<file path="src/rtl/game_scoreboard_pkg.sv">
// Shared state type and default parameters for the game scoreboard slice.
// Pure declarations: no logic, no latency.
package game_pkg;

  typedef enum logic [1:0] {
    IDLE  = 2'd0,
    PLAY  = 2'd1,
    FLASH = 2'd2,
    OVER  = 2'd3
  } state_t;

  localparam int DEF_NUM_PLAYERS  = 2;
  localparam int DEF_SCORE_W      = 4;
  localparam int DEF_WIN_SCORE    = 9;
  localparam int DEF_FLASH_CYCLES = 100;

endpackage

</file>
<file path="src/rtl/game_scoreboard_if.sv">
// Control/status bundle between the game controller (master) and the scoreboard (slave).
// Wires only: no latency, no backpressure.
interface game_scoreboard_if
  import game_pkg::*;
#(
  parameter int NUM_PLAYERS = DEF_NUM_PLAYERS,
  parameter int SCORE_W     = DEF_SCORE_W
);
  logic                           clear;
  logic                           serve;
  logic [NUM_PLAYERS-1:0]         point;
  logic [NUM_PLAYERS*SCORE_W-1:0] score;
  logic                           playing;
  logic                           flash;
  logic                           game_over;
  logic [NUM_PLAYERS-1:0]         winner;
  logic                           point_err;

  modport master (
    output clear, serve, point,
    input  score, playing, flash, game_over, winner, point_err
  );

  modport slave (
    input  clear, serve, point,
    output score, playing, flash, game_over, winner, point_err
  );
endinterface

</file>
<file path="src/rtl/game_scoreboard_flash_timer.sv">
// Post-point flash timer: start loads FLASH_CYCLES, done is high during the last counted clock.
// Combinational done from a registered count; clear and start are sampled every clock, no backpressure.
module flash_timer
  import game_pkg::*;
#(
  parameter int FLASH_CYCLES = DEF_FLASH_CYCLES
) (
  input  logic clock,
  input  logic reset_n,
  input  logic clear,
  input  logic start,
  output logic done
);
  localparam int CNT_W = $clog2(FLASH_CYCLES + 1);

  logic [CNT_W-1:0] r_cnt;

  always_ff @(posedge clock or negedge reset_n) begin
    if (!reset_n) begin
      r_cnt <= '0;
    end else if (clear) begin
      r_cnt <= '0;
    end else if (start) begin
      r_cnt <= CNT_W'(FLASH_CYCLES);
    end else if (r_cnt != '0) begin
      r_cnt <= r_cnt - CNT_W'(1);
    end
  end

  // Count N is loaded on the edge entering FLASH, so done at 1 makes FLASH exactly N clocks long.
  assign done = (r_cnt == CNT_W'(1));

endmodule

</file>
<file path="src/rtl/game_scoreboard.sv">
// Game scoreboard FSM with saturating scores and win detect; SCOREBOARD_WIN_BY_TWO_EN selects the win-by-two rule.
// All outputs registered (one-clock response, game_over on the winning edge); serve/point sampled every clock, no backpressure.
module game_scoreboard
  import game_pkg::*;
#(
  parameter int NUM_PLAYERS  = DEF_NUM_PLAYERS,
  parameter int SCORE_W      = DEF_SCORE_W,
  parameter int WIN_SCORE    = DEF_WIN_SCORE,
  parameter int FLASH_CYCLES = DEF_FLASH_CYCLES
) (
  input  logic             clock,
  input  logic             reset_n,
  game_scoreboard_if.slave bus
);
  localparam int IDX_W = $clog2(NUM_PLAYERS);
  localparam logic [SCORE_W-1:0] MAX_SCORE = '1;
  localparam logic [SCORE_W-1:0] WIN_S     = SCORE_W'(WIN_SCORE);

  state_t                         r_state;
  logic [SCORE_W-1:0]             r_score [NUM_PLAYERS];
  logic [NUM_PLAYERS-1:0]         r_winner;
  logic                           r_playing;
  logic                           r_flash;
  logic                           r_game_over;
  logic                           r_point_err;

  logic                           w_single;
  logic                           w_multi;
  logic                           w_win;
  logic                           w_done;
  logic                           w_start;
  logic [IDX_W-1:0]               w_idx;
  logic [SCORE_W-1:0]             w_new;
  logic [NUM_PLAYERS*SCORE_W-1:0] w_score;

  always_comb begin
    w_idx = '0;
    for (int i = 0; i < NUM_PLAYERS; i++) begin
      if (bus.point[i]) w_idx = IDX_W'(i);
    end
    w_single = $onehot(bus.point);
    w_multi  = (bus.point != '0) && !w_single;
    w_new    = (r_score[w_idx] == MAX_SCORE) ? r_score[w_idx] : r_score[w_idx] + SCORE_W'(1);
  end

`ifdef SCOREBOARD_WIN_BY_TWO_EN
  localparam logic [SCORE_W:0] TWO = (SCORE_W+1)'(2);
  logic w_lead2;
  logic w_lead1;

  // Other players' scores are unchanged on a point edge, so compare against the registered values.
  always_comb begin
    w_lead2 = 1'b1;
    w_lead1 = 1'b1;
    for (int i = 0; i < NUM_PLAYERS; i++) begin
      if (IDX_W'(i) != w_idx) begin
        if ({1'b0, w_new} < ({1'b0, r_score[i]} + TWO)) w_lead2 = 1'b0;
        if (w_new <= r_score[i]) w_lead1 = 1'b0;
      end
    end
    w_win = ((w_new >= WIN_S) && w_lead2) || ((w_new == MAX_SCORE) && w_lead1);
  end
`else
  assign w_win = (w_new == WIN_S);
`endif

  assign w_start = (r_state == PLAY) && w_single && !w_win && !bus.clear;

  flash_timer #(
    .FLASH_CYCLES (FLASH_CYCLES)
  ) u_flash_timer (
    .clock   (clock),
    .reset_n (reset_n),
    .clear   (bus.clear),
    .start   (w_start),
    .done    (w_done)
  );

  always_ff @(posedge clock or negedge reset_n) begin
    if (!reset_n) begin
      r_state     <= IDLE;
      r_winner    <= '0;
      r_playing   <= 1'b0;
      r_flash     <= 1'b0;
      r_game_over <= 1'b0;
      r_point_err <= 1'b0;
      for (int i = 0; i < NUM_PLAYERS; i++) r_score[i] <= '0;
    end else begin
      r_point_err <= 1'b0;
      if (bus.clear) begin
        r_state     <= IDLE;
        r_winner    <= '0;
        r_playing   <= 1'b0;
        r_flash     <= 1'b0;
        r_game_over <= 1'b0;
        for (int i = 0; i < NUM_PLAYERS; i++) r_score[i] <= '0;
      end else begin
        case (r_state)
          IDLE: begin
            if (bus.serve) begin
              r_state   <= PLAY;
              r_playing <= 1'b1;
            end
          end
          PLAY: begin
            if (w_single) begin
              r_score[w_idx] <= w_new;
              r_playing      <= 1'b0;
              if (w_win) begin
                r_state     <= OVER;
                r_game_over <= 1'b1;
                r_winner    <= bus.point;
              end else begin
                r_state <= FLASH;
                r_flash <= 1'b1;
              end
            end else if (w_multi) begin
              r_point_err <= 1'b1;
            end
          end
          FLASH: begin
            if (w_done) begin
              r_state <= IDLE;
              r_flash <= 1'b0;
            end
          end
          OVER: begin
          end
          default: begin
            r_state     <= IDLE;
            r_playing   <= 1'b0;
            r_flash     <= 1'b0;
            r_game_over <= 1'b0;
          end
        endcase
      end
    end
  end

  always_comb begin
    w_score = '0;
    for (int i = 0; i < NUM_PLAYERS; i++) w_score[i*SCORE_W +: SCORE_W] = r_score[i];
  end

  assign bus.score     = w_score;
  assign bus.playing   = r_playing;
  assign bus.flash     = r_flash;
  assign bus.game_over = r_game_over;
  assign bus.winner    = r_winner;
  assign bus.point_err = r_point_err;

endmodule

</file>
<file path="src/flat_wrapper.sv">
// flat-port wrapper written by rule: the top's interface ports become plain ports
module game_scoreboard_flat import game_pkg::*;
#(
  parameter int NUM_PLAYERS  = DEF_NUM_PLAYERS,
  parameter int SCORE_W      = DEF_SCORE_W,
  parameter int WIN_SCORE    = DEF_WIN_SCORE,
  parameter int FLASH_CYCLES = DEF_FLASH_CYCLES
)
  (clock, reset_n, bus_clear, bus_serve, bus_point, bus_score, bus_playing, bus_flash, bus_game_over, bus_winner, bus_point_err);
  game_scoreboard_if #(.NUM_PLAYERS(NUM_PLAYERS), .SCORE_W(SCORE_W)) bus_i ();
  input  logic clock;
  input  logic reset_n;
  input wire logic [$bits(bus_i.clear)-1:0] bus_clear;
  input wire logic [$bits(bus_i.serve)-1:0] bus_serve;
  input wire logic [$bits(bus_i.point)-1:0] bus_point;
  output wire logic [$bits(bus_i.score)-1:0] bus_score;
  output wire logic [$bits(bus_i.playing)-1:0] bus_playing;
  output wire logic [$bits(bus_i.flash)-1:0] bus_flash;
  output wire logic [$bits(bus_i.game_over)-1:0] bus_game_over;
  output wire logic [$bits(bus_i.winner)-1:0] bus_winner;
  output wire logic [$bits(bus_i.point_err)-1:0] bus_point_err;
  assign bus_i.clear = bus_clear;
  assign bus_i.serve = bus_serve;
  assign bus_i.point = bus_point;
  assign bus_score = bus_i.score;
  assign bus_playing = bus_i.playing;
  assign bus_flash = bus_i.flash;
  assign bus_game_over = bus_i.game_over;
  assign bus_winner = bus_i.winner;
  assign bus_point_err = bus_i.point_err;
  game_scoreboard #(.NUM_PLAYERS(NUM_PLAYERS), .SCORE_W(SCORE_W), .WIN_SCORE(WIN_SCORE), .FLASH_CYCLES(FLASH_CYCLES)) u_core (.clock(clock), .reset_n(reset_n), .bus(bus_i));
endmodule
</file>
<file path="config.mk">
export PLATFORM = sky130hd
export DESIGN_NAME = game_scoreboard_flat
export DESIGN_NICKNAME = d
export VERILOG_FILES = /design/src/rtl/game_scoreboard_pkg.sv /design/src/rtl/game_scoreboard_if.sv /design/src/rtl/game_scoreboard_flash_timer.sv /design/src/rtl/game_scoreboard.sv /design/src/flat_wrapper.sv
export SDC_FILE = /design/constraint.sdc
export NUM_CORES = 1
export LEC_CHECK = 0
export BUFFER_PORTS_ARGS = -buffer_cell sky130_fd_sc_hd__buf_2
export CAP_MARGIN = 15
export CORE_MARGIN = 2
export CORE_UTILIZATION = 60
export CTS_BUF_LIST = sky130_fd_sc_hd__clkbuf_16
export DETAILED_ROUTE_END_ITERATION = 6
export GPL_ROUTABILITY_DRIVEN = 1
export PLACE_DENSITY = 0.83
export SKIP_LAST_GASP = 1
export SYNTH_ARGS = -nofsm -noshare
export SYNTH_HDL_FRONTEND = slang
export SYNTH_SLANG_ARGS = --single-unit
export TNS_END_PERCENT = 5
</file>
<file path="constraint.sdc">
create_clock -name clock -period 5.6 [get_ports clock]
set_clock_uncertainty 0.05 [all_clocks]
set_input_delay 0.56 -clock clock [delete_from_list [all_inputs] [get_ports clock]]
set_output_delay 0.56 -clock clock [all_outputs]
set_load 0.03 [all_outputs]
</file>
==> run_summary.xml <==
<?xml version="1.0" encoding="UTF-8"?>
<metrics>
  <group name="cts">
    <metric name="clockBufferDepth" unit="">2</metric>
    <metric name="cts.repair_timing.setup_buffer_count" unit="">0</metric>
    <metric name="cts_tree" unit="">yes</metric>
    <metric name="clk_transition_reported_paths" unit="ns">0.06</metric>
    <metric name="cts_root_buffer" unit="">sky130_fd_sc_hd__clkbuf_16</metric>
    <metric name="h_tree_lvls" unit="">1</metric>
    <metric name="clk_latency_worst_skew_pair" unit="ns">0.26</metric>
    <metric name="cts_repair_resize_count" unit="">0</metric>
    <metric name="tritoncts.num_buffers" unit="">3</metric>
    <metric name="postCtsHoldBufs" unit="">0</metric>
    <metric name="cts_num_sinks" unit="">23</metric>
  </group>
  <group name="yosys">
    <metric name="synthesis.yosys.warnings" unit="">0</metric>
    <metric name="synthesis.instances" unit="">154</metric>
    <metric name="ys_dominant_reg_cell" unit="">sky130_fd_sc_hd__dfrtp_1</metric>
    <metric name="ys_types" unit="">42</metric>
    <metric name="synth.most_common_cell" unit="">sky130_fd_sc_hd__dfrtp_1</metric>
    <metric name="top_cell_type_by_total_area_after_synthesis" unit="">sky130_fd_sc_hd__dfrtp_1</metric>
    <metric name="synth_enable_flop_cells" unit="">0</metric>
    <metric name="yosys_register_bits" unit="">23</metric>
    <metric name="share_of_flip_flops_with_an_asynchronous_set_or_reset_after_synthesis" unit="%">100</metric>
    <metric name="syn_nets" unit="">168</metric>
    <metric name="sequential_share_of_the_synthesized_area" unit="%">39.5</metric>
    <metric name="synth.cell_area" unit="um^2">1460</metric>
    <metric name="synth_top_area_share" unit="%">39.5</metric>
    <metric name="synth_area_leaders" unit="">sky130_fd_sc_hd__dfrtp_1 40%, sky130_fd_sc_hd__ha_1 6.9%, sky130_fd_sc_hd__mux2i_1 5.5%</metric>
    <metric name="yosys-top-cells-count" unit="">23 x sky130_fd_sc_hd__dfrtp_1, 11 x sky130_fd_sc_hd__inv_1, 11 x sky130_fd_sc_hd__nor2_1</metric>
    <metric name="avgSynthCellArea" unit="um^2">9.46</metric>
  </group>
  <group name="setup_path">
    <metric name="path_cells" unit="">buf_2, mux2_2, inv_1, ha_1, nand2_1, a211o_1, a21oi_2, mux2i_1</metric>
    <metric name="cpLargestDelayFamily" unit="">multiplexers</metric>
    <metric name="setup.worst_path.class" unit="">in -&gt; reg</metric>
    <metric name="startpoint_type" unit="">input pin</metric>
    <metric name="worstPathBufferInverterCount" unit="">2</metric>
    <metric name="cpMaxStageDelayCell" unit="">sky130_fd_sc_hd__mux2_2</metric>
    <metric name="cp_data_required_time" unit="ns">5.73</metric>
    <metric name="max_stage_delay" unit="ns">0.42</metric>
    <metric name="worst_setup_path_end_kind" unit="">register</metric>
    <metric name="critical_path_arrival" unit="ns">2.39</metric>
    <metric name="timing.critical_path.fanout_max" unit="">21</metric>
  </group>
  <group name="route">
    <metric name="antenna_violating_nets_post_route" unit="">0</metric>
    <metric name="detailedRoute.firstPassIterationCount" unit="">4</metric>
    <metric name="detail_route.iter0.violations" unit="">40</metric>
    <metric name="num_vias" unit="">1235</metric>
    <metric name="viasPerCell" unit="">6.21</metric>
    <metric name="drt_drc_violations_left" unit="">0</metric>
    <metric name="post_drt_wl_per_cell" unit="um">15.5</metric>
    <metric name="totalWireLength" unit="um">3090</metric>
  </group>
  <group name="floorplan">
    <metric name="chipHeight" unit="um">53.3</metric>
    <metric name="core_area" unit="um^2">2250</metric>
    <metric name="fp.dieArea" unit="um^2">2840</metric>
    <metric name="die-width" unit="um">53.3</metric>
    <metric name="placementRows" unit="">17</metric>
    <metric name="io_pins" unit="">20</metric>
    <metric name="initial_core_utilization" unit="%">64.6</metric>
  </group>
  <group name="timing">
    <metric name="timing.final.ws_setup" unit="ns">3.34</metric>
    <metric name="hold_viol_final" unit="">0</metric>
    <metric name="timing.final.max_slew_violations" unit="">0</metric>
    <metric name="finalCritPeriodShare" unit="%">40.4</metric>
    <metric name="grt_setup_unrepaired" unit="">no</metric>
    <metric name="timing_worst_slew_pin_value" unit="ns">0.503</metric>
    <metric name="clock.fmax" unit="MHz">442</metric>
    <metric name="final_setup_violation_count" unit="">0</metric>
    <metric name="setup_total_negative_slack" unit="ns">0</metric>
    <metric name="relative_slew_margins" unit="%">66.5</metric>
    <metric name="period_needed" unit="ns">2.26</metric>
  </group>
  <group name="final_layout">
    <metric name="drive_gt1_share" unit="%">17.5</metric>
    <metric name="fill_cells" unit="">171</metric>
    <metric name="antenna-diode-count" unit="">0</metric>
    <metric name="final_area" unit="um^2">1640</metric>
    <metric name="area_growth_from_synthesis_to_final_layout" unit="%">12.4</metric>
    <metric name="multi_input_area" unit="um^2">810</metric>
    <metric name="finish.net_count" unit="">186</metric>
    <metric name="postLayoutCoreUtil" unit="%">72.6</metric>
    <metric name="seqCellArea" unit="um^2">576</metric>
  </group>
  <group name="placement">
    <metric name="postPlaceCellArea" unit="um^2">1560</metric>
    <metric name="placement.io_buffers" unit="">19</metric>
    <metric name="detailed_place_hpwl" unit="um">2290</metric>
    <metric name="routabilityCongestion" unit="">0.880</metric>
    <metric name="post-place-ws" unit="ns">3.07</metric>
  </group>
  <group name="status">
    <metric name="run_status" unit="">completed</metric>
  </group>
  <group name="power_and_ir_drop">
    <metric name="power.density_cell_area" unit="nW/um^2">381</metric>
    <metric name="power.ir.vdd_worst" unit="uV">330</metric>
    <metric name="leakagePower" unit="nW">0.800</metric>
  </group>
  <group name="grt">
    <metric name="antenna_violations_before_repair" unit="">0</metric>
    <metric name="track_usage" unit="%">26.1</metric>
    <metric name="grt_max_degree" unit="">29</metric>
    <metric name="gr-total-overflow" unit="">0</metric>
    <metric name="grt_pass1_wl" unit="um">5300</metric>
    <metric name="grt_pass1_vias" unit="">1123</metric>
  </group>
  <group name="worst_hold_path">
    <metric name="worst_min_path_class" unit="">in -&gt; async</metric>
  </group>
  <group name="flow_run">
    <metric name="maxCapViolCount" unit="">0</metric>
  </group>
</metrics>
## flip-flops by register name, indices dropped and copies added, names as in the netlist
name and flops:
u_core.bus.score 8, u_core.u_flash_timer.r_cnt 7, u_core.bus.winner 2, u_core.r_state 2, u_core.bus.flash 1, u_core.bus.game_over 1
u_core.bus.playing 1, u_core.bus.point_err 1
## worst register-to-register path: cells and delay by family, from the launching register on
kind | cells | cell delay [ns]
AO/OA/AOI/OAI | 2 | 0.57
multiplexers | 2 | 0.54
buffers and inverters | 1 | 0.07
AND/OR/NAND/NOR | 1 | 0.08
flip-flops | 1 | 0.44
adder cells (fa/ha/maj) | 1 | 0.16
## stage by stage
| step | hold WS [ns] | power, mW | std cells |
|---|---|---|---|
| after floorplan | 0.214 | 0.412 | 154 |
| after global placement | 0.430 | 0.454 | 195 |
| after detailed placement | 0.446 | 0.467 | 195 |
| after CTS | 0.237 | 0.625 | 199 |
| after global routing | 0.268 | 0.668 | 199 |
| final | 0.216 | 0.624 | 199 |
## path summary, 6_finish.rpt
| path | slack [ns] | cells after the start | from | endpoint |
|---|---|---|---|---|
| max in group asynchronous | 4.94 | 1 | reset_n | u_core.bus.score[1] |
| worst max register to register | 3.63 | 7 | u_core.bus.score[1] | u_core.bus.winner[0] |
| worst max-delay path | 3.34 | 8 | bus_point[1] | u_core.bus.winner[0] |
| worst min register to register | 0.45 | 1 | u_core.bus.game_over | u_core.bus.game_over |
| min in group clock | 0.45 | 1 | u_core.bus.game_over | u_core.bus.game_over |
| worst min-delay path | 0.22 | 1 | reset_n | u_core.u_flash_timer.r_cnt[5] |
## layer usage
metal / track usage, % / up-vias / routed length [um]
met5: 0 / - / 0
met4: 9.83 / 0 / 41
met3: 4.52 / 7 / 196
met2: 38.7 / 54 / 1450
met1: 37.7 / 585 / 1400
li1: - / 589 / -
## where the power goes
part           switching (mW)  leakage (nW)  internal (mW)  total [mW]
combinational           0.145         0.446         0.0969       0.242
clock                  0.0588        0.0409         0.0961       0.155
sequential             0.0317         0.313          0.196       0.227
## cell usage in the layout, fill, tap and decap left out, drive strengths merged, types with 5 or more instances in the layout
| cell type | Yosys | routed |
|---|---|---|
| o21ai | 7 | 7 |
| nand2 | 8 | 8 |
| ha | 8 | 8 |
| nand3 | 5 | 5 |
| a21oi | 11 | 11 |
| inv | 11 | 11 |
| mux2i | 8 | 8 |
| dfrtp | 23 | 23 |
| buf | 1 | 19 |
| nor2 | 11 | 11 |
| nor3 | 10 | 10 |
## cells by family after synthesis
group           Yosys count  synth area share, %
mux                      11                 7.82
buf+inv                  17                 4.90
simple gates             54                 21.0
xor+xnor                  4                 2.41
flops                    23                 39.5
compound gates           37                 17.4
fa+ha+maj                 8                 6.87
## area by class of cell
class                      instances  area share (%)
clock buffer                       3            4.59
sequential                        23            35.2
inverter                          11            2.52
tap                               28            2.14
multi-input combinational        114            49.5
timing repair buffer              19            5.81
clock inverter                     1           0.306
(Power assumes the default switching activity.)
